**config.mk**
```make
export PLATFORM = sky130hd
export DESIGN_NAME = cache_req_ctrl_flat
export DESIGN_NICKNAME = d
export VERILOG_FILES = /design/src/rtl/cache_req_ctrl_if.sv /design/src/rtl/cache_req_ctrl.sv /design/src/flat_wrapper.sv
export SDC_FILE = /design/constraint.sdc
export NUM_CORES = 1
export LEC_CHECK = 0
export BUFFER_PORTS_ARGS = -buffer_cell sky130_fd_sc_hd__buf_2
export CAP_MARGIN = 20
export CORE_MARGIN = 2
export CORE_UTILIZATION = 56
export CTS_BUF_LIST = sky130_fd_sc_hd__clkbuf_16
export DETAILED_ROUTE_END_ITERATION = 7
export PLACE_DENSITY = 0.85
export SLEW_MARGIN = 40
export SYNTH_ARGS = -nofsm -noshare
export SYNTH_HDL_FRONTEND = slang
export SYNTH_SLANG_ARGS = --single-unit
```
**constraint.sdc**
```tcl
create_clock -name clk -period 2.6 [get_ports clk]
set_input_delay 0 -clock clk [delete_from_list [all_inputs] [get_ports clk]]
set_output_delay 0 -clock clk [all_outputs]
set_load 0.05 [all_outputs]
```
**src/rtl/cache_req_ctrl_if.sv**
```systemverilog
// cache_req_ctrl_if
//   Bundles the CPU request/response, flush, cache command/result and
//   backing-memory signals of cache_req_ctrl.
//   modport master : the controller side (drives req_ready, rsp_*, flush_done,
//                    cache_vector, cache_enable_n, mem_req/wr/addr/wdata)
//   modport slave  : the environment side (CPU, cache and memory models)
//
//   Handshakes:
//     CPU request  : a request is accepted on a rising clk edge where
//                    req_valid=1, req_ready=1 and flush_req=0; the fields are
//                    latched at that edge and never re-sampled.
//     CPU response : rsp_valid is a one-cycle strobe with no backpressure.
//     flush        : flush_req is only honoured in IDLE and must be held until
//                    flush_done (one-cycle strobe) is seen.
//     cache        : cache_enable_n=0 for exactly one cycle per command; the
//                    cache captures cache_vector at the edge ending that cycle.
//     memory       : mem_req is held with mem_wr/mem_addr/mem_wdata stable
//                    until a one-cycle mem_ack; mem_rdata is valid with mem_ack.
interface cache_req_ctrl_if #(
  parameter int TAG_WIDTH    = 4,
  parameter int DATA_WIDTH   = 8,
  parameter int OPCODE_WIDTH = 2
);
  localparam int LINE_WIDTH = TAG_WIDTH + DATA_WIDTH + OPCODE_WIDTH;

  logic                  req_valid;
  logic                  req_ready;
  logic                  req_wr;
  logic [TAG_WIDTH-1:0]  req_addr;
  logic [DATA_WIDTH-1:0] req_wdata;
  logic                  rsp_valid;
  logic [DATA_WIDTH-1:0] rsp_data;
  logic                  rsp_hit;
  logic                  flush_req;
  logic                  flush_done;
  logic [LINE_WIDTH-1:0] cache_vector;
  logic                  cache_enable_n;
  logic [DATA_WIDTH-1:0] cache_data_in;
  logic                  cache_hit_in;
  logic                  mem_req;
  logic                  mem_wr;
  logic [TAG_WIDTH-1:0]  mem_addr;
  logic [DATA_WIDTH-1:0] mem_wdata;
  logic                  mem_ack;
  logic [DATA_WIDTH-1:0] mem_rdata;

  modport master (
    input  req_valid, req_wr, req_addr, req_wdata, flush_req,
           cache_data_in, cache_hit_in, mem_ack, mem_rdata,
    output req_ready, rsp_valid, rsp_data, rsp_hit, flush_done,
           cache_vector, cache_enable_n, mem_req, mem_wr, mem_addr, mem_wdata
  );

  modport slave (
    output req_valid, req_wr, req_addr, req_wdata, flush_req,
           cache_data_in, cache_hit_in, mem_ack, mem_rdata,
    input  req_ready, rsp_valid, rsp_data, rsp_hit, flush_done,
           cache_vector, cache_enable_n, mem_req, mem_wr, mem_addr, mem_wdata
  );
endinterface

```
**src/rtl/cache_req_ctrl.sv**
```systemverilog
// cache_req_ctrl
//   Request initiator for the tag/data cache. Accepts CPU reads/writes,
//   issues {opcode, tag, data} commands to the cache, services read misses
//   and write-through from backing memory, and issues FLASH on flush_req.
//
//   Ports:
//     clk, reset  : clock, synchronous active-high reset
//     bus         : cache_req_ctrl_if.master (CPU, cache and memory signals)
//     dbg_state   : current FSM state encoding, for observation only
//   Optional (macro CACHE_REQ_CTRL_STATS_EN):
//     stat_hits[15:0], stat_misses[15:0], stat_flushes[7:0] : saturating
//     event counters, cleared by reset.
//
//   All outputs are registered and computed from the state transition, so
//   each state's outputs are visible during the cycle spent in that state.
//   Response timing, counting the cycle that starts at the acceptance edge as
//   cycle 1: read hit -> rsp_valid in cycle 3; write -> cycle 3+L; read miss
//   -> cycle 5+L, where memory asserts mem_ack L cycles after the first cycle
//   of mem_req.
module cache_req_ctrl #(
  parameter int TAG_WIDTH    = 4,
  parameter int DATA_WIDTH   = 8,
  parameter int OPCODE_WIDTH = 2
) (
  input  logic                 clk,
  input  logic                 reset,
  cache_req_ctrl_if.master     bus,
  output logic [3:0]           dbg_state
`ifdef CACHE_REQ_CTRL_STATS_EN
  ,
  output logic [15:0]          stat_hits,
  output logic [15:0]          stat_misses,
  output logic [7:0]           stat_flushes
`endif
);
  localparam int LINE_WIDTH = TAG_WIDTH + DATA_WIDTH + OPCODE_WIDTH;

  localparam logic [OPCODE_WIDTH-1:0] OP_FLASH = OPCODE_WIDTH'(0);
  localparam logic [OPCODE_WIDTH-1:0] OP_READ  = OPCODE_WIDTH'(1);
  localparam logic [OPCODE_WIDTH-1:0] OP_WRITE = OPCODE_WIDTH'(2);

  typedef enum logic [3:0] {
    S_IDLE   = 4'd0,
    S_FLUSH  = 4'd1,
    S_F_DONE = 4'd2,
    S_C_RD   = 4'd3,
    S_C_CHK  = 4'd4,
    S_M_RD   = 4'd5,
    S_C_FILL = 4'd6,
    S_C_WR   = 4'd7,
    S_M_WR   = 4'd8,
    S_RESP   = 4'd9
  } state_t;

  state_t                state_q, state_d;
  logic                  req_ready_q, req_ready_d;
  logic                  rsp_valid_q, rsp_valid_d;
  logic [DATA_WIDTH-1:0] rsp_data_q, rsp_data_d;
  logic                  rsp_hit_q, rsp_hit_d;
  logic                  flush_done_q, flush_done_d;
  logic [LINE_WIDTH-1:0] cache_vector_q, cache_vector_d;
  logic                  cache_enable_n_q, cache_enable_n_d;
  logic                  mem_req_q, mem_req_d;
  logic                  mem_wr_q, mem_wr_d;
  logic [TAG_WIDTH-1:0]  mem_addr_q, mem_addr_d;
  logic [DATA_WIDTH-1:0] mem_wdata_q, mem_wdata_d;
  logic [TAG_WIDTH-1:0]  tag_q, tag_d;
  logic [DATA_WIDTH-1:0] wdata_q, wdata_d;
  logic [DATA_WIDTH-1:0] fill_q, fill_d;

  always_comb begin
    state_d          = state_q;
    req_ready_d      = 1'b0;
    rsp_valid_d      = 1'b0;
    rsp_data_d       = rsp_data_q;
    rsp_hit_d        = rsp_hit_q;
    flush_done_d     = 1'b0;
    cache_vector_d   = cache_vector_q;
    cache_enable_n_d = 1'b1;
    mem_req_d        = mem_req_q;
    mem_wr_d         = mem_wr_q;
    mem_addr_d       = mem_addr_q;
    mem_wdata_d      = mem_wdata_q;
    tag_d            = tag_q;
    wdata_d          = wdata_q;
    fill_d           = fill_q;

    case (state_q)
      S_IDLE: begin
        if (bus.flush_req) begin
          state_d          = S_FLUSH;
          cache_enable_n_d = 1'b0;
          cache_vector_d   = {OP_FLASH, {TAG_WIDTH{1'b0}}, {DATA_WIDTH{1'b0}}};
        end else if (bus.req_valid) begin
          tag_d            = bus.req_addr;
          wdata_d          = bus.req_wdata;
          cache_enable_n_d = 1'b0;
          if (bus.req_wr) begin
            state_d        = S_C_WR;
            cache_vector_d = {OP_WRITE, bus.req_addr, bus.req_wdata};
          end else begin
            state_d        = S_C_RD;
            cache_vector_d = {OP_READ, bus.req_addr, {DATA_WIDTH{1'b0}}};
          end
        end else begin
          req_ready_d = 1'b1;
        end
      end
      S_FLUSH: begin
        state_d      = S_F_DONE;
        flush_done_d = 1'b1;
      end
      S_F_DONE: begin
        state_d     = S_IDLE;
        req_ready_d = 1'b1;
      end
      S_C_RD: begin
        // The cache captured the READ at the edge ending C_RD; its registered
        // result is visible throughout C_CHK.
        state_d = S_C_CHK;
      end
      S_C_CHK: begin
        if (bus.cache_hit_in) begin
          state_d     = S_RESP;
          rsp_valid_d = 1'b1;
          rsp_data_d  = bus.cache_data_in;
          rsp_hit_d   = 1'b1;
        end else begin
          state_d     = S_M_RD;
          mem_req_d   = 1'b1;
          mem_wr_d    = 1'b0;
          mem_addr_d  = tag_q;
          mem_wdata_d = {DATA_WIDTH{1'b0}};
        end
      end
      S_M_RD: begin
        if (bus.mem_ack) begin
          state_d          = S_C_FILL;
          mem_req_d        = 1'b0;
          fill_d           = bus.mem_rdata;
          cache_enable_n_d = 1'b0;
          cache_vector_d   = {OP_WRITE, tag_q, bus.mem_rdata};
        end
      end
      S_C_FILL: begin
        state_d     = S_RESP;
        rsp_valid_d = 1'b1;
        rsp_data_d  = fill_q;
        rsp_hit_d   = 1'b0;
      end
      S_C_WR: begin
        state_d     = S_M_WR;
        mem_req_d   = 1'b1;
        mem_wr_d    = 1'b1;
        mem_addr_d  = tag_q;
        mem_wdata_d = wdata_q;
      end
      S_M_WR: begin
        if (bus.mem_ack) begin
          state_d     = S_RESP;
          mem_req_d   = 1'b0;
          rsp_valid_d = 1'b1;
          rsp_data_d  = {DATA_WIDTH{1'b0}};
          rsp_hit_d   = 1'b0;
        end
      end
      S_RESP: begin
        state_d     = S_IDLE;
        req_ready_d = 1'b1;
      end
      default: begin
        state_d     = S_IDLE;
        req_ready_d = 1'b1;
      end
    endcase
  end

  always_ff @(posedge clk) begin
    if (reset) begin
      state_q          <= S_IDLE;
      req_ready_q      <= 1'b1;
      rsp_valid_q      <= 1'b0;
      rsp_data_q       <= '0;
      rsp_hit_q        <= 1'b0;
      flush_done_q     <= 1'b0;
      cache_vector_q   <= '0;
      cache_enable_n_q <= 1'b1;
      mem_req_q        <= 1'b0;
      mem_wr_q         <= 1'b0;
      mem_addr_q       <= '0;
      mem_wdata_q      <= '0;
      tag_q            <= '0;
      wdata_q          <= '0;
      fill_q           <= '0;
    end else begin
      state_q          <= state_d;
      req_ready_q      <= req_ready_d;
      rsp_valid_q      <= rsp_valid_d;
      rsp_data_q       <= rsp_data_d;
      rsp_hit_q        <= rsp_hit_d;
      flush_done_q     <= flush_done_d;
      cache_vector_q   <= cache_vector_d;
      cache_enable_n_q <= cache_enable_n_d;
      mem_req_q        <= mem_req_d;
      mem_wr_q         <= mem_wr_d;
      mem_addr_q       <= mem_addr_d;
      mem_wdata_q      <= mem_wdata_d;
      tag_q            <= tag_d;
      wdata_q          <= wdata_d;
      fill_q           <= fill_d;
    end
  end

  assign bus.req_ready      = req_ready_q;
  assign bus.rsp_valid      = rsp_valid_q;
  assign bus.rsp_data       = rsp_data_q;
  assign bus.rsp_hit        = rsp_hit_q;
  assign bus.flush_done     = flush_done_q;
  assign bus.cache_vector   = cache_vector_q;
  assign bus.cache_enable_n = cache_enable_n_q;
  assign bus.mem_req        = mem_req_q;
  assign bus.mem_wr         = mem_wr_q;
  assign bus.mem_addr       = mem_addr_q;
  assign bus.mem_wdata      = mem_wdata_q;
  assign dbg_state          = state_q;

`ifdef CACHE_REQ_CTRL_STATS_EN
  logic        hit_evt, miss_evt, flush_evt;
  logic [15:0] stat_hits_q, stat_hits_d;
  logic [15:0] stat_misses_q, stat_misses_d;
  logic [7:0]  stat_flushes_q, stat_flushes_d;

  // Events are taken from the same decisions the FSM makes: the C_CHK
  // hit/miss sample and entry into FLUSH from IDLE.
  assign hit_evt   = (state_q == S_C_CHK) &&  bus.cache_hit_in;
  assign miss_evt  = (state_q == S_C_CHK) && !bus.cache_hit_in;
  assign flush_evt = (state_q == S_IDLE)  &&  bus.flush_req;

  always_comb begin
    stat_hits_d    = stat_hits_q;
    stat_misses_d  = stat_misses_q;
    stat_flushes_d = stat_flushes_q;
    if (hit_evt && (stat_hits_q != 16'hFFFF))
      stat_hits_d = stat_hits_q + 16'd1;
    if (miss_evt && (stat_misses_q != 16'hFFFF))
      stat_misses_d = stat_misses_q + 16'd1;
    if (flush_evt && (stat_flushes_q != 8'hFF))
      stat_flushes_d = stat_flushes_q + 8'd1;
  end

  always_ff @(posedge clk) begin
    if (reset) begin
      stat_hits_q    <= '0;
      stat_misses_q  <= '0;
      stat_flushes_q <= '0;
    end else begin
      stat_hits_q    <= stat_hits_d;
      stat_misses_q  <= stat_misses_d;
      stat_flushes_q <= stat_flushes_d;
    end
  end

  assign stat_hits    = stat_hits_q;
  assign stat_misses  = stat_misses_q;
  assign stat_flushes = stat_flushes_q;
`endif
endmodule
```
**src/flat_wrapper.sv**
```systemverilog
// flat-port wrapper written by rule: the top's interface ports become plain ports
module cache_req_ctrl_flat 
#(
  parameter int TAG_WIDTH    = 4,
  parameter int DATA_WIDTH   = 8,
  parameter int OPCODE_WIDTH = 2
)
  (clk, reset, dbg_state, bus_req_valid, bus_req_wr, bus_req_addr, bus_req_wdata, bus_flush_req, bus_cache_data_in, bus_cache_hit_in, bus_mem_ack, bus_mem_rdata, bus_req_ready, bus_rsp_valid, bus_rsp_data, bus_rsp_hit, bus_flush_done, bus_cache_vector, bus_cache_enable_n, bus_mem_req, bus_mem_wr, bus_mem_addr, bus_mem_wdata);
  cache_req_ctrl_if #(.TAG_WIDTH(TAG_WIDTH), .DATA_WIDTH(DATA_WIDTH), .OPCODE_WIDTH(OPCODE_WIDTH)) bus_i ();
  input  logic clk;
  input  logic reset;
  output logic [3:0] dbg_state;
  input wire logic [$bits(bus_i.req_valid)-1:0] bus_req_valid;
  input wire logic [$bits(bus_i.req_wr)-1:0] bus_req_wr;
  input wire logic [$bits(bus_i.req_addr)-1:0] bus_req_addr;
  input wire logic [$bits(bus_i.req_wdata)-1:0] bus_req_wdata;
  input wire logic [$bits(bus_i.flush_req)-1:0] bus_flush_req;
  input wire logic [$bits(bus_i.cache_data_in)-1:0] bus_cache_data_in;
  input wire logic [$bits(bus_i.cache_hit_in)-1:0] bus_cache_hit_in;
  input wire logic [$bits(bus_i.mem_ack)-1:0] bus_mem_ack;
  input wire logic [$bits(bus_i.mem_rdata)-1:0] bus_mem_rdata;
  output wire logic [$bits(bus_i.req_ready)-1:0] bus_req_ready;
  output wire logic [$bits(bus_i.rsp_valid)-1:0] bus_rsp_valid;
  output wire logic [$bits(bus_i.rsp_data)-1:0] bus_rsp_data;
  output wire logic [$bits(bus_i.rsp_hit)-1:0] bus_rsp_hit;
  output wire logic [$bits(bus_i.flush_done)-1:0] bus_flush_done;
  output wire logic [$bits(bus_i.cache_vector)-1:0] bus_cache_vector;
  output wire logic [$bits(bus_i.cache_enable_n)-1:0] bus_cache_enable_n;
  output wire logic [$bits(bus_i.mem_req)-1:0] bus_mem_req;
  output wire logic [$bits(bus_i.mem_wr)-1:0] bus_mem_wr;
  output wire logic [$bits(bus_i.mem_addr)-1:0] bus_mem_addr;
  output wire logic [$bits(bus_i.mem_wdata)-1:0] bus_mem_wdata;
  assign bus_i.req_valid = bus_req_valid;
  assign bus_i.req_wr = bus_req_wr;
  assign bus_i.req_addr = bus_req_addr;
  assign bus_i.req_wdata = bus_req_wdata;
  assign bus_i.flush_req = bus_flush_req;
  assign bus_i.cache_data_in = bus_cache_data_in;
  assign bus_i.cache_hit_in = bus_cache_hit_in;
  assign bus_i.mem_ack = bus_mem_ack;
  assign bus_i.mem_rdata = bus_mem_rdata;
  assign bus_req_ready = bus_i.req_ready;
  assign bus_rsp_valid = bus_i.rsp_valid;
  assign bus_rsp_data = bus_i.rsp_data;
  assign bus_rsp_hit = bus_i.rsp_hit;
  assign bus_flush_done = bus_i.flush_done;
  assign bus_cache_vector = bus_i.cache_vector;
  assign bus_cache_enable_n = bus_i.cache_enable_n;
  assign bus_mem_req = bus_i.mem_req;
  assign bus_mem_wr = bus_i.mem_wr;
  assign bus_mem_addr = bus_i.mem_addr;
  assign bus_mem_wdata = bus_i.mem_wdata;
  cache_req_ctrl #(.TAG_WIDTH(TAG_WIDTH), .DATA_WIDTH(DATA_WIDTH), .OPCODE_WIDTH(OPCODE_WIDTH)) u_core (.clk(clk), .reset(reset), .bus(bus_i), .dbg_state(dbg_state));
endmodule
```
# Word-level counts from Yosys, hierarchy flattened
# Index checks and enable logic that the tools add are counted.
[classes] mux=35 n_bitwise=1 n_reduce_logical=14 eq_ne=13
[ops] op="two-way mux 14 bit" n=4
[ops] op="one-hot mux 4 bit (8 select lines)" n=1
[ops] op="one-hot mux 14 bit (2 select lines)" n=1
[ops] op="two-way mux 4 bit" n=6
[ops] op="two-way mux 8 bit" n=3
[ops] op="one-hot mux 8 bit (3 select lines)" n=1
[ops] op="equality test 4 x 3 -> 1 bit (second input constant)" n=4
[ops] op="one-hot mux 8 bit (2 select lines)" n=1
[ops] op="AND reduction 3 bit" n=5
[ops] op="two-way mux 1 bit" n=10
[ops] op="one-hot mux 1 bit (3 select lines)" n=3
[ops] op="inequality test 2 bit (second input constant)" n=4
[ops] op="one-hot mux 4 bit (2 select lines)" n=1
[ops] op="OR reduction 7 bit" n=1
[ops] op="one-hot mux 1 bit (2 select lines)" n=3
[ops] op="nonzero test 3 bit" n=2
[ops] op="equality test 4 x 1 -> 1 bit (second input constant)" n=1
[ops] op="equality test 4 x 2 -> 1 bit (second input constant)" n=1
[ops] op="equality test 4 bit (second input constant)" n=1
[ops] op="zero test 4 bit" n=1
[ops] op="AND reduction 2 bit" n=2
[ops] op="nonzero test 2 bit" n=2
[ops] op="two-way mux 3 bit" n=1
[ops] op="inequality test 3 bit (second input constant)" n=1
[ops] op="other kinds (3)" n=3
[totals] out_inout_bits=45 input_bits=35 regBits=65

# Depth between registers and ports, before layout
# Gate-level depths: netlist of the first run.
[depth] depth_word=4 depth_mapped=7 mapped_depth_nobuf=4

# Least setup slack after synthesis of the first run
# No wires, ideal clock.
[synth_timing] kind="register to register" startpoint="register u_core.state_q[1], in the netlist u_core.dbg_state[1]" endpoint="register u_core.mem_addr_q[3], in the netlist u_core.bus.mem_addr[3]" arrival_ns=1.690 path_stages_with_launch=7 setup_ns=0.128 n_path_buf=2 t_required_ns=2.472 slack_ns=0.783 cell_sequence="dfxtp_1 > buf_2 > nor3_1 > o21ai_1 > buf_4 > mux2i_1 > nor2_1"
[synth_between] elab_chain_cells=3 elab_cells_between_ends=6 cone_classes="eq/ne (3); mux (1); reduce/logical (2)"
[synth_lines] element="start: declaration" line="cache_req_ctrl.sv:55" source="state_t state_q, state_d;"
[synth_lines] element="start signal: assignment" line="cache_req_ctrl.sv:196" source="state_q <= state_d;"
[synth_lines] element="equality test 4 x 3 -> 1 bit" line="cache_req_ctrl.sv:88" source="case (state_q)"
[synth_lines] element="inequality test 2 bit (no source line) / nonzero test 2 bit (equally long branches)"
[synth_lines] element="AND reduction 2 bit (no source line)"
[synth_lines] element="end signal: assignment" line="cache_req_ctrl.sv:206" source="mem_addr_q <= mem_addr_d;"
[synth_lines] element="end: declaration" line="cache_req_ctrl.sv:65" source="logic [TAG_WIDTH-1:0] mem_addr_q, mem_addr_d;"
# Parallel ways exist; a longest one is shown, timed or not.
# A chain may end at the register's enable or synchronous reset.

# Worst setup path in the final report of the first run
[layout_timing] startpoint="register u_core.state_q[2], in the netlist u_core.dbg_state[2]" endpoint="register u_core.cache_vector_q[3], in the netlist u_core.bus.cache_vector[3]"
[layout_between] elab_chain_cells=3 elab_cells_between_ends=7 cone_classes="eq/ne (3); mux (1); reduce/logical (3)"
[layout_lines] element="equality test 4 x 3 -> 1 bit / zero test 4 bit (equally long branches)" line="cache_req_ctrl.sv:88"
[layout_lines] element="inequality test 2 bit (no source line) (tied with other cells)"
[layout_lines] element="AND reduction 3 bit (no source line)"
[layout_lines] element="end signal: assignment" line="cache_req_ctrl.sv:202" source="cache_vector_q <= cache_vector_d;"
[layout_lines] element="end: declaration" line="cache_req_ctrl.sv:61" source="logic [LINE_WIDTH-1:0] cache_vector_q, cache_vector_d;"
# Parallel ways exist; a longest one is shown, timed or not.

==> results of run 1 <==
## flip-flops by register name, summed over array words and instances (netlist names)
signal,flops
u_core.tag_q,4
u_core.fill_q,8
u_core.bus.mem_wdata,8
u_core.bus.rsp_valid,1
u_core.bus.mem_req,1
u_core.bus.cache_enable_n,1
u_core.wdata_q,8
u_core.dbg_state,4
u_core.bus.req_ready,1
u_core.bus.cache_vector,14
u_core.bus.flush_done,1
u_core.bus.mem_wr,1
u_core.bus.mem_addr,4
u_core.bus.rsp_data,8
u_core.bus.rsp_hit,1
## worst reg2reg max path: stages, from the launching register on
cell and delay [ns]:
dfxtp_1 0.70, and4bb_1 0.53, buf_4 0.29, nand2_1 0.08, a311oi_1 0.25
## placed cells by master (no fill, tap or decap), types with 16 or more instances in the layout
master	n
nand3_1	18
buf_2	79
nor2_1	32
dlygate4sd3_1	21
nand2_1	21
mux2i_1	16
a21oi_1	39
dfxtp_1	65
nand2b_1	19
## what timing repair did
| action | CTS | global route |
|---|---|---|
| endpoints found under the setup margin | 0 | 0 |
| hold buffers | 21 | 0 |
| hold endpoints to repair | 28 | 0 |
## kinds of logic (layout without fill, tap and decap cells)
| kind of cell | count (synthesis) | count (layout) | share of synthesized area |
|---|---|---|---|
| simple gates | 122 | 122 | 0.223 |
| compound gates | 93 | 93 | 0.222 |
| flops | 65 | 65 | 0.433 |
| buf+inv | 31 | 123 | 0.0654 |
| mux | 16 | 16 | 0.0533 |
| xor+xnor | 1 | 1 | 0.00292 |
## cell type report
cell class / count / area [µm²] / share of cell area
timing repair buffer: 107 / 658 / 0.169
clock inverter: 6 / 109 / 0.0279
inverter: 1 / 3.75 / 0.000964
sequential: 65 / 1300 / 0.334
clock buffer: 9 / 225 / 0.0578
multi-input combinational: 232 / 1510 / 0.388
tap: 70 / 87.6 / 0.0225
## per-layer routing
layer / GRT usage / vias up / share of wire
li1: - / 1354 / -
met4: 0.0839 / 0 / 0.015
met3: 0.0776 / 14 / 0.069
met1: 0.336 / 1293 / 0.44
met5: 0 / - / 0
met2: 0.423 / 94 / 0.48
## power groups by stage
stage / Clock [mW] / Sequential [mW] / Combinational (mW)
6_report: 1.36 / 1.36 / 2.01
5_1_grt: 1.41 / 1.38 / 2.15
4_1_cts: 1.36 / 1.35 / 2.00
3_5_place_dp: 0 / 1.37 / 1.97
3_3_place_gp: 0 / 1.36 / 1.93
2_1_floorplan: 0 / 1.94 / 1.08
## worst min-delay path by stage
stage,startpoint,end,slack [ns],depth (start not counted)
after floorplan,reset,u_core.bus.cache_enable_n,0.12,2
after global placement,bus_req_addr[2],u_core.tag_q[2],0.25,3
after detailed placement,bus_req_wdata[0],u_core.wdata_q[0],0.26,3
after CTS,reset,u_core.dbg_state[3],0.03,2
after global routing,reset,u_core.dbg_state[3],0.05,2
final,reset,u_core.dbg_state[3],0.03,2
==> summary.txt, run 1 <==
Outcome
  • Status: finished clean

Drt
  • DRT iter0 DRCs: 220
  • Pre-Repair DR Iteration Count: 5
  • WL per Instance: approximately 15 µm
  • Antenna Violating Nets Remaining: 0
  • Drt total wl: 7.56 mm
  • Mean number of vias per cell: about 5.6
  • Drt drc: 0
  • Routed vias: ~2800

Setup path
  • Reg-to-reg slack, setup: between 0.6 and 0.7 ns
  • Worst R2R End: u_core.bus.cache_vector[3]
  • Crit path depth: 4
  • Type of the worst setup path: reg2reg
  • CP peak stage delay: around 0.70 ns
  • Startpoint class of the critical path: register
  • Critical path fanouts, max: 17
  • CP required: around 2.8 ns
  • CP Capture Type: register
  • Slowest CP cell: dfxtp_1
  • Setup crit end: u_core.bus.cache_vector[3]
  • Crit path from: u_core.dbg_state[2]
  • R2R depth: 4
  • Buf/Inv on CP: 1
  • Cells along the critical path: and4bb_1, buf_4, nand2_1, a311oi_1
  • Top delay family on crit path: flip-flops
  • CP arrival: 2.19 ns
  • RR Startpoint: u_core.dbg_state[2]

GRT
  • First-pass GRT wire length: 12.5 mm
  • Largest net degree at the start of global routing: 52
  • Antenna violations before repair: 0
  • GRT Residual Overflow: 0
  • Vias in the first global route: between 2000 and 3000
  • Total Routing Usage GR: 0.262

Floorplanning
  • Core ar.: 5140 µm²
  • Area of the die: 5970 µm²
  • Io pins: 80
  • Initial core utilization: 0.584
  • Die Wd: around 77 µm
  • Die Y: 77.2 µm
  • Number of placement rows: 26

Clock tree
  • Worst skew pair latency: around 0.33 ns
  • Max clock buf depth: 2
  • TritonCTS Sinks: between 60 and 70
  • H-tree levels: 3
  • Root Buffer: clkbuf_16
  • Gates resized, CTS repair: 0
  • Buffer count from post-CTS setup fixing: 0
  • CTS tree: yes
  • Clock Pin Slew Worst Setup and Hold Paths: around 0.05 ns
  • TritonCTS buffer count: 9

Logic synthesis
  • Most common cell in the synthesized netlist: dfxtp_1
  • Post-Syn Area: approximately 3000 µm²
  • Area leader, netlist: dfxtp_1
  • Fraction of registers with async set or reset after synthesis: 0
  • Mapped Cells: roughly 330
  • Register area share after synthesis: 0.433
  • Netlist cell types: 50
  • Synth Register Bits: 65
  • Area contributors post-synth: dfxtp_1 43%, a21oi_1 6.5%, mux2i_1 5.3%
  • Area share of the largest cell type after synthesis: 0.433
  • Synth Flop Type: dfxtp_1
  • YS warnings: 0
  • EDFF count, synth: 0
  • Post-synth net total: 363
  • Synth cell count leaders: 65 x dfxtp_1, 39 x a21oi_1, 32 x nor2_1
  • Syn avg cell area: between 9 and 10 µm²

Place
  • DP Worst Slack: about 0.70 ns
  • PortBufs: between 70 and 80
  • DP HPWL: roughly 5 mm
  • Area after DPL: roughly 3400 µm²
  • Cell Count Post-Placement: 454
  • Routability Congestion: ~0.86

Timing
  • Slew HR: 0.470
  • RSZ-0062 raised after global routing: no
  • Setup TNS: 0 ns
  • Max Slew Vio Count: 0
  • Max Fclk: about 0.51 GHz
  • Tmin final: about 1.9 ns
  • Setup violators final: 0
  • Hold slack: a little over 0.03 ns
  • Fin worst setup slack: between 0.6 and 0.7 ns
  • Final-report hold violation count: 0
  • Worst Tran Pin Value: slightly below 0.8 ns
  • Layout Skew: 0.00414 ns
  • Tcrit/Tclk final: 0.749

Pwr
  • Clock network fraction of design power: 0.287
  • Overall power: about 4.7 mW
  • Peak supply drop: around 0.89 mV
  • Power per cell area: ~1200 nW/µm²
  • Part of the power in registers: 0.287
  • Leakage: approximately 1.7 nW
  • Logic pwr share: 0.425
  • Sw Ratio: 0.414
  • Internal: around 2.8 mW
  • Sw power: roughly 2 mW

Cells and area
  • Post-layout util: 0.758
  • Area Overhead vs Synth: 29.7%
  • FILL cells: roughly 390
  • Final instance area: about 3900 µm²
  • Fraction of layout cells with a size suffix above 1: 0.295
  • Fin nets: approximately 450
  • # diodes: 0
  • Non-Filler Instances: a little under 500

Worst hold path
  • Worst Hold Class: in2reg

Job
  • Maximum Capacitance Violations: 0
(Power assumes the default switching activity.)
==> run 2, diff against run 1 <==
CORE_UTILIZATION = 52   (was 56)
PLACE_DENSITY = 0.8   (was 0.85)
clock period = 1.86 ns   (was 2.6 ns; I/O delays follow)
==> summary.txt, run 2 (synthesis gave the netlist of run 1 again) <==
Drt
  • Mean number of vias per cell: 5.65 (+0.50%)
  • Drt drc: 0 (unchanged)
  • Routed vias: 2831 (+2.8%)
  • Drt total wl: 7.80 mm (+3.1%)
  • Pre-Repair DR Iteration Count: 6 (+1)
  • DRT iter0 DRCs: 204 (-7.3%)
  • WL per Instance: 15.6 µm (+0.86%)
  • Antenna Violating Nets Remaining: 0 (unchanged)

Cells and area
  • Most frequent cells in the layout: 79 x buf_2, 64 x dfxtp_1, 39 x a21oi_1
  • Area Overhead vs Synth: 32.3%
  • # diodes: 0 (unchanged)
  • Commonest non-fill, non-tap cell in the layout: buf_2
  • Fin nets: 459 (+1.8%)
  • Fraction of layout cells with a size suffix above 1: 0.312 (+0.0171)
  • Final instance area: 3970 µm² (+2.0%)
  • Non-Filler Instances: 501 (+2.2%)
  • Max reg flops: 14 (unchanged)

Floorplanning
  • Core ar.: 5540 µm² (+7.8%)
  • Die Wd: 80.0 µm (+3.6%)
  • Io pins: 80 (unchanged)
  • Area of the die: 6400 µm² (+7.3%)
  • Die Y: 80.0 µm (+3.6%)
  • Initial core utilization: 0.542 (-0.0422)
  • Number of placement rows: 27 (+3.8%)

Timing
  • Max Fclk: 0.594 GHz (+16%)
  • Slew HR: 0.656 (+0.186)
  • Fin worst setup slack: 0.177 ns (-0.475 ns)
  • Tmin final: 1.68 ns (-0.265 ns)
  • Setup TNS: 0 ns (unchanged)
  • Setup violators final: 0 (unchanged)
  • Worst Tran Pin Value: 0.515 ns (-0.278 ns)
  • Tcrit/Tclk final: 0.905 (+0.156)
  • RSZ-0062 raised after global routing: no
  • Max Slew Vio Count: 0 (unchanged)
  • Layout Skew: 0.00614 ns (+0.00200 ns)
  • Final-report hold violation count: 0 (unchanged)

Setup path
  • RR Startpoint: u_core.dbg_state[0]
  • Critical path fanouts, max: 16 (-1)
  • Cells along the critical path: and3_2, o21a_4, and2_4, a311oi_2
  • Worst R2R End: u_core.bus.cache_vector[0]
  • R2R depth: 4 (unchanged)
  • CP required: 2.06 ns (-0.78 ns)
  • Crit path depth: 4 (unchanged)
  • Startpoint class of the critical path: register
  • Crit path from: u_core.dbg_state[0]
  • Slowest CP cell: dfxtp_1
  • Top delay family on crit path: flip-flops
  • Type of the worst setup path: reg2reg
  • Buf/Inv on CP: 0 (-1)
  • Setup crit end: u_core.bus.cache_vector[0]
  • CP Capture Type: register
  • Reg-to-reg slack, setup: 0.18 ns (-0.48 ns)
  • CP arrival: 1.88 ns (-0.31 ns)
  • CP peak stage delay: 0.64 ns (-0.06 ns)

Place
  • Cell Count Post-Placement: 464 (+2.2%)
  • PortBufs: 79 (unchanged)
  • DP HPWL: 5.04 mm (+1.4%)
  • Area after DPL: 3430 µm² (+2.5%)
  • DP Worst Slack: 0.171 ns (-0.525 ns)
  • Routability Congestion: 0.815 (-5.7%)

GRT
  • First-pass GRT wire length: 12.7 mm (+1.5%)
  • Antenna violations before repair: 0 (unchanged)
  • Vias in the first global route: 2604 (+0.19%)
  • Largest net degree at the start of global routing: 50 (-3.8%)
  • Total Routing Usage GR: 0.254 (-0.00788)
  • GRT Residual Overflow: 0 (unchanged)

Pwr
  • Peak supply drop: 1.02 mV (+15%)
  • Power per cell area: 1670 nW/µm² (+38%)
  • Leakage: 1.72 nW (+2.6%)
  • Overall power: 6.64 mW (+41%)

Clock tree
  • CTS tree: yes
  • Root Buffer: clkbuf_16
  • TritonCTS Sinks: 65 (unchanged)
  • Max clock buf depth: 2 (unchanged)
  • Worst skew pair latency: 0.33 ns (about the same)
  • TritonCTS buffer count: 9 (unchanged)
  • Clock Pin Slew Worst Setup and Hold Paths: 0.06 ns (about the same)
  • Buffer count from post-CTS setup fixing: 0 (unchanged)
  • H-tree levels: 3 (unchanged)

Worst hold path
  • Hold Path Depth: 4 (+2)
  • Worst Hold Class: in2reg

Outcome
  • Status: finished clean

Job
  • Maximum Capacitance Violations: 0 (unchanged)
-- run 2: cell types whose count changed in the layout (fill, tap and decap cells not counted), sizes merged --
cell      previous run  this run
bufinv               3         2
clkinv               0         2
inv                  2         3
clkinvlp             2         1
buf                 86        94
-- run 2: worst min path at each step --
stage / slack (ns) / endpoint / from
2_1_floorplan: 0.12 / u_core.bus.cache_enable_n / reset
3_3_place_gp: 0.24 / u_core.tag_q[3] / bus_req_addr[3]
3_5_place_dp: 0.25 / u_core.tag_q[3] / bus_req_addr[3]
4_1_cts: 0.05 / u_core.bus.rsp_data[7] / bus_cache_data_in[7]
5_1_grt: 0.07 / u_core.bus.rsp_data[1] / bus_cache_data_in[1]
6_report: 0.06 / u_core.bus.rsp_data[4] / bus_cache_data_in[4]
-- run 2: cell type report --
type	instances	area [µm²]
Sequential cell	65	1300
Clock inverter	7	103
Tap cell	72	90.1
Fill cell	439	1570
Inverter	1	3.75
Multi-Input combinational cell	232	1510
Clock buffer	9	225
Timing Repair Buffer	115	743
-- run 2: what timing repair did --
item / 4_1_cts / 5_1_grt
endpoints found under the hold margin: 26 / 0
hold buffers: 21 / 0
endpoints found under the setup margin: 0 / 1
resized for setup: 0 / 1
-- run 2: metal layers --
layer	vias up	wire, µm	GRT usage
li1	1368	-	-
met1	1345	3370	0.327
met2	103	3790	0.412
met3	15	507	0.0566
met4	0	126	0.102
met5	-	0	0
-- run 2: power by group --
part           leakage [nW]  switching, mW  internal (mW)
sequential            0.529          0.232           1.69
clock                 0.157          0.659           1.19
combinational          1.03           1.91          0.964
total                  1.72           2.80           3.84
-- run 2: worst reg2reg max path, delay by kind of cell (launching register included) --
family	cells	cell delay, ns
DFF	1	0.64
and+or+nand+nor	2	0.59
AOI/OAI and AO/OA	2	0.32
-- run 2: metrics by stage --
step	hold slack [ns]	util
final	0.0597	0.717
after global routing	0.0709	0.717
after CTS	0.0538	0.717
after detailed placement	0.254	0.620
after global placement	0.245	0.620
after floorplan	0.124	-
==> run 3, diff against run 2 <==
PLACE_DENSITY = 0.87   (was 0.8)
RECOVER_POWER = 50   (was not set)
SLEW_MARGIN = 20   (was 40)
==> summary.txt, run 3 (synthesis gave the netlist of run 1 again) <==
Outcome
  • Status: finished clean

Place
  • Routability Congestion: 0.823 (+0.92%)
  • DP Worst Slack: 0.201 ns (+0.0295 ns)
  • PortBufs: 79 (unchanged)
  • DP HPWL: 5.36 mm (+6.3%)

Clock tree
  • CTS tree: yes
  • Worst skew pair latency: 0.34 ns (about the same)
  • TritonCTS Sinks: 65 (unchanged)
  • Clock Pin Slew Worst Setup and Hold Paths: 0.06 ns (about the same)
  • Gates resized, CTS repair: 0 (unchanged)
  • H-tree levels: 3 (unchanged)
  • TritonCTS buffer count: 9 (unchanged)
  • Root Buffer: clkbuf_16
  • Max clock buf depth: 2 (unchanged)

Pwr
  • Power per cell area: 1720 nW/µm² (+3.0%)
  • Leakage: 1.54 nW (-10%)
  • Peak supply drop: 1.23 mV (+21%)

Timing
  • Fin worst setup slack: 0.131 ns (-0.0452 ns)
  • Max Fclk: 0.578 GHz (-2.6%)
  • Setup violators final: 0 (unchanged)
  • Tcrit/Tclk final: 0.929 (+0.0243)
  • Tmin final: 1.73 ns (+0.0452 ns)
  • Slew HR: 0.567 (-0.0895)
  • Final-report hold violation count: 0 (unchanged)
  • Layout Skew: 0.00771 ns (+0.00157 ns)
  • Worst Tran Pin Value: 0.653 ns (+0.138 ns)
  • RSZ-0062 raised after global routing: no
  • Max Slew Vio Count: 0 (unchanged)
  • Setup TNS: 0 ns (unchanged)

Floorplanning
  • Initial core utilization: 0.542 (unchanged)
  • Area of the die: 6400 µm² (unchanged)
  • Io pins: 80 (unchanged)
  • Core ar.: 5540 µm² (unchanged)
  • Number of placement rows: 27 (unchanged)
  • Die Y: 80.0 µm (unchanged)
  • Die Wd: 80.0 µm (unchanged)

Cells and area
  • Area Overhead vs Synth: 30.6%
  • Fin nets: 461 (+0.44%)
  • Max reg flops: 14 (unchanged)
  • Commonest non-fill, non-tap cell in the layout: dfxtp_1
  • # diodes: 0 (unchanged)
  • Most frequent cells in the layout: 65 x dfxtp_1, 45 x clkbuf_1, 39 x a21oi_1
  • Fraction of layout cells with a size suffix above 1: 0.206 (-0.106)

Setup path
  • Startpoint class of the critical path: register
  • Type of the worst setup path: reg2reg
  • Cells along the critical path: buf_4, nor3_1, o21ai_1, clkbuf_2, mux2i_1, nor2_1
  • Slowest CP cell: dfxtp_1
  • Top delay family on crit path: buffers and inverters
  • CP arrival: 1.95 ns (+0.07 ns)
  • Critical path fanouts, max: 13 (-3)
  • CP peak stage delay: 0.53 ns (-0.11 ns)
  • Buf/Inv on CP: 2 (+2)
  • CP Capture Type: register
  • CP required: 2.08 ns (+0.02 ns)

GRT
  • GRT Residual Overflow: 0 (unchanged)
  • First-pass GRT wire length: 13.3 mm (+5.1%)
  • Antenna violations before repair: 0 (unchanged)
  • Grt peak-use layer: met2
  • Largest net degree at the start of global routing: 28 (-44%)
  • Vias in the first global route: 2849 (+9.4%)
  • GR Util met2: 0.455 (+0.0433)
  • GR Layer Usage met3: 0.0848 (+0.0283)
  • Met1 global-route usage: 0.315 (-0.0121)
  • Total Routing Usage GR: 0.272 (+0.0176)

Job
  • Maximum Capacitance Violations: 0 (unchanged)

Drt
  • Routed vias: 2826 (-0.18%)
  • Drt drc: 0 (unchanged)
  • Mean number of vias per cell: 5.62 (-0.57%)
  • WL per Instance: 16.5 µm (+6.3%)
  • Pre-Repair DR Iteration Count: 4 (-2)
  • Antenna Violating Nets Remaining: 0 (unchanged)
  • DRT iter0 DRCs: 216 (+5.9%)
  • Drt total wl: 8.32 mm (+6.7%)

Worst hold path
  • Worst Hold Class: in2reg
-- run 3: through the flow --
stage	total power, mW	hold WS, ns	cell area [µm²]	utilization	cells
after global routing	7.03	0.0784	3920	0.708	503
after floorplan	4.23	0.124	3000	-	328
after detailed placement	4.78	0.265	3440	0.620	466
final	6.75	0.0570	3920	0.708	503
after global placement	4.70	0.249	3440	0.620	466
after CTS	6.80	0.0446	3990	0.720	503
-- run 3: worst paths after layout --
kind	start	to	slack (ns)	cells after the start
worst max-delay path	u_core.dbg_state[1]	u_core.bus.mem_addr[3]	0.13	6
worst min register to register	u_core.fill_q[3]	u_core.fill_q[3]	0.46	2
worst min-delay path	bus_cache_data_in[4]	u_core.bus.rsp_data[4]	0.06	4
worst max register to register	u_core.dbg_state[1]	u_core.bus.mem_addr[3]	0.13	6
-- run 3: timing repair --
action	CTS	global route
endpoints found under the hold margin	27	0
buffers inserted	0	0
hold buffers	21	0
-- run 3: tightest hold or removal path, stage by stage --
cell,delay [ns]
buf_2,0.11
nand2b_1,0.06
a21oi_1,0.06
o2bb2ai_1,0.11
-- run 3: layout make-up --
type / instances / area, µm²
fillers: 473 / 1620
multi-input cells: 232 / 1500
flip-flops and latches: 65 / 1300
repair buffers: 117 / 684
clock buffers: 9 / 225
clock inverters: 7 / 118
well taps: 72 / 90.1
inverters: 1 / 3.75
-- run 3: report_power, final --
part / internal, mW / switching [mW] / total [mW]
Combinational: 0.908 / 1.96 / 2.86
Sequential: 1.68 / 0.239 / 1.92
Clock: 1.31 / 0.657 / 1.96
-- run 3: layer usage --
layer	wire length (µm)	vias to the layer above
li1	-	1373
met1	3370	1305
met2	4110	129
met3	623	19
met4	218	0
met5	0	-
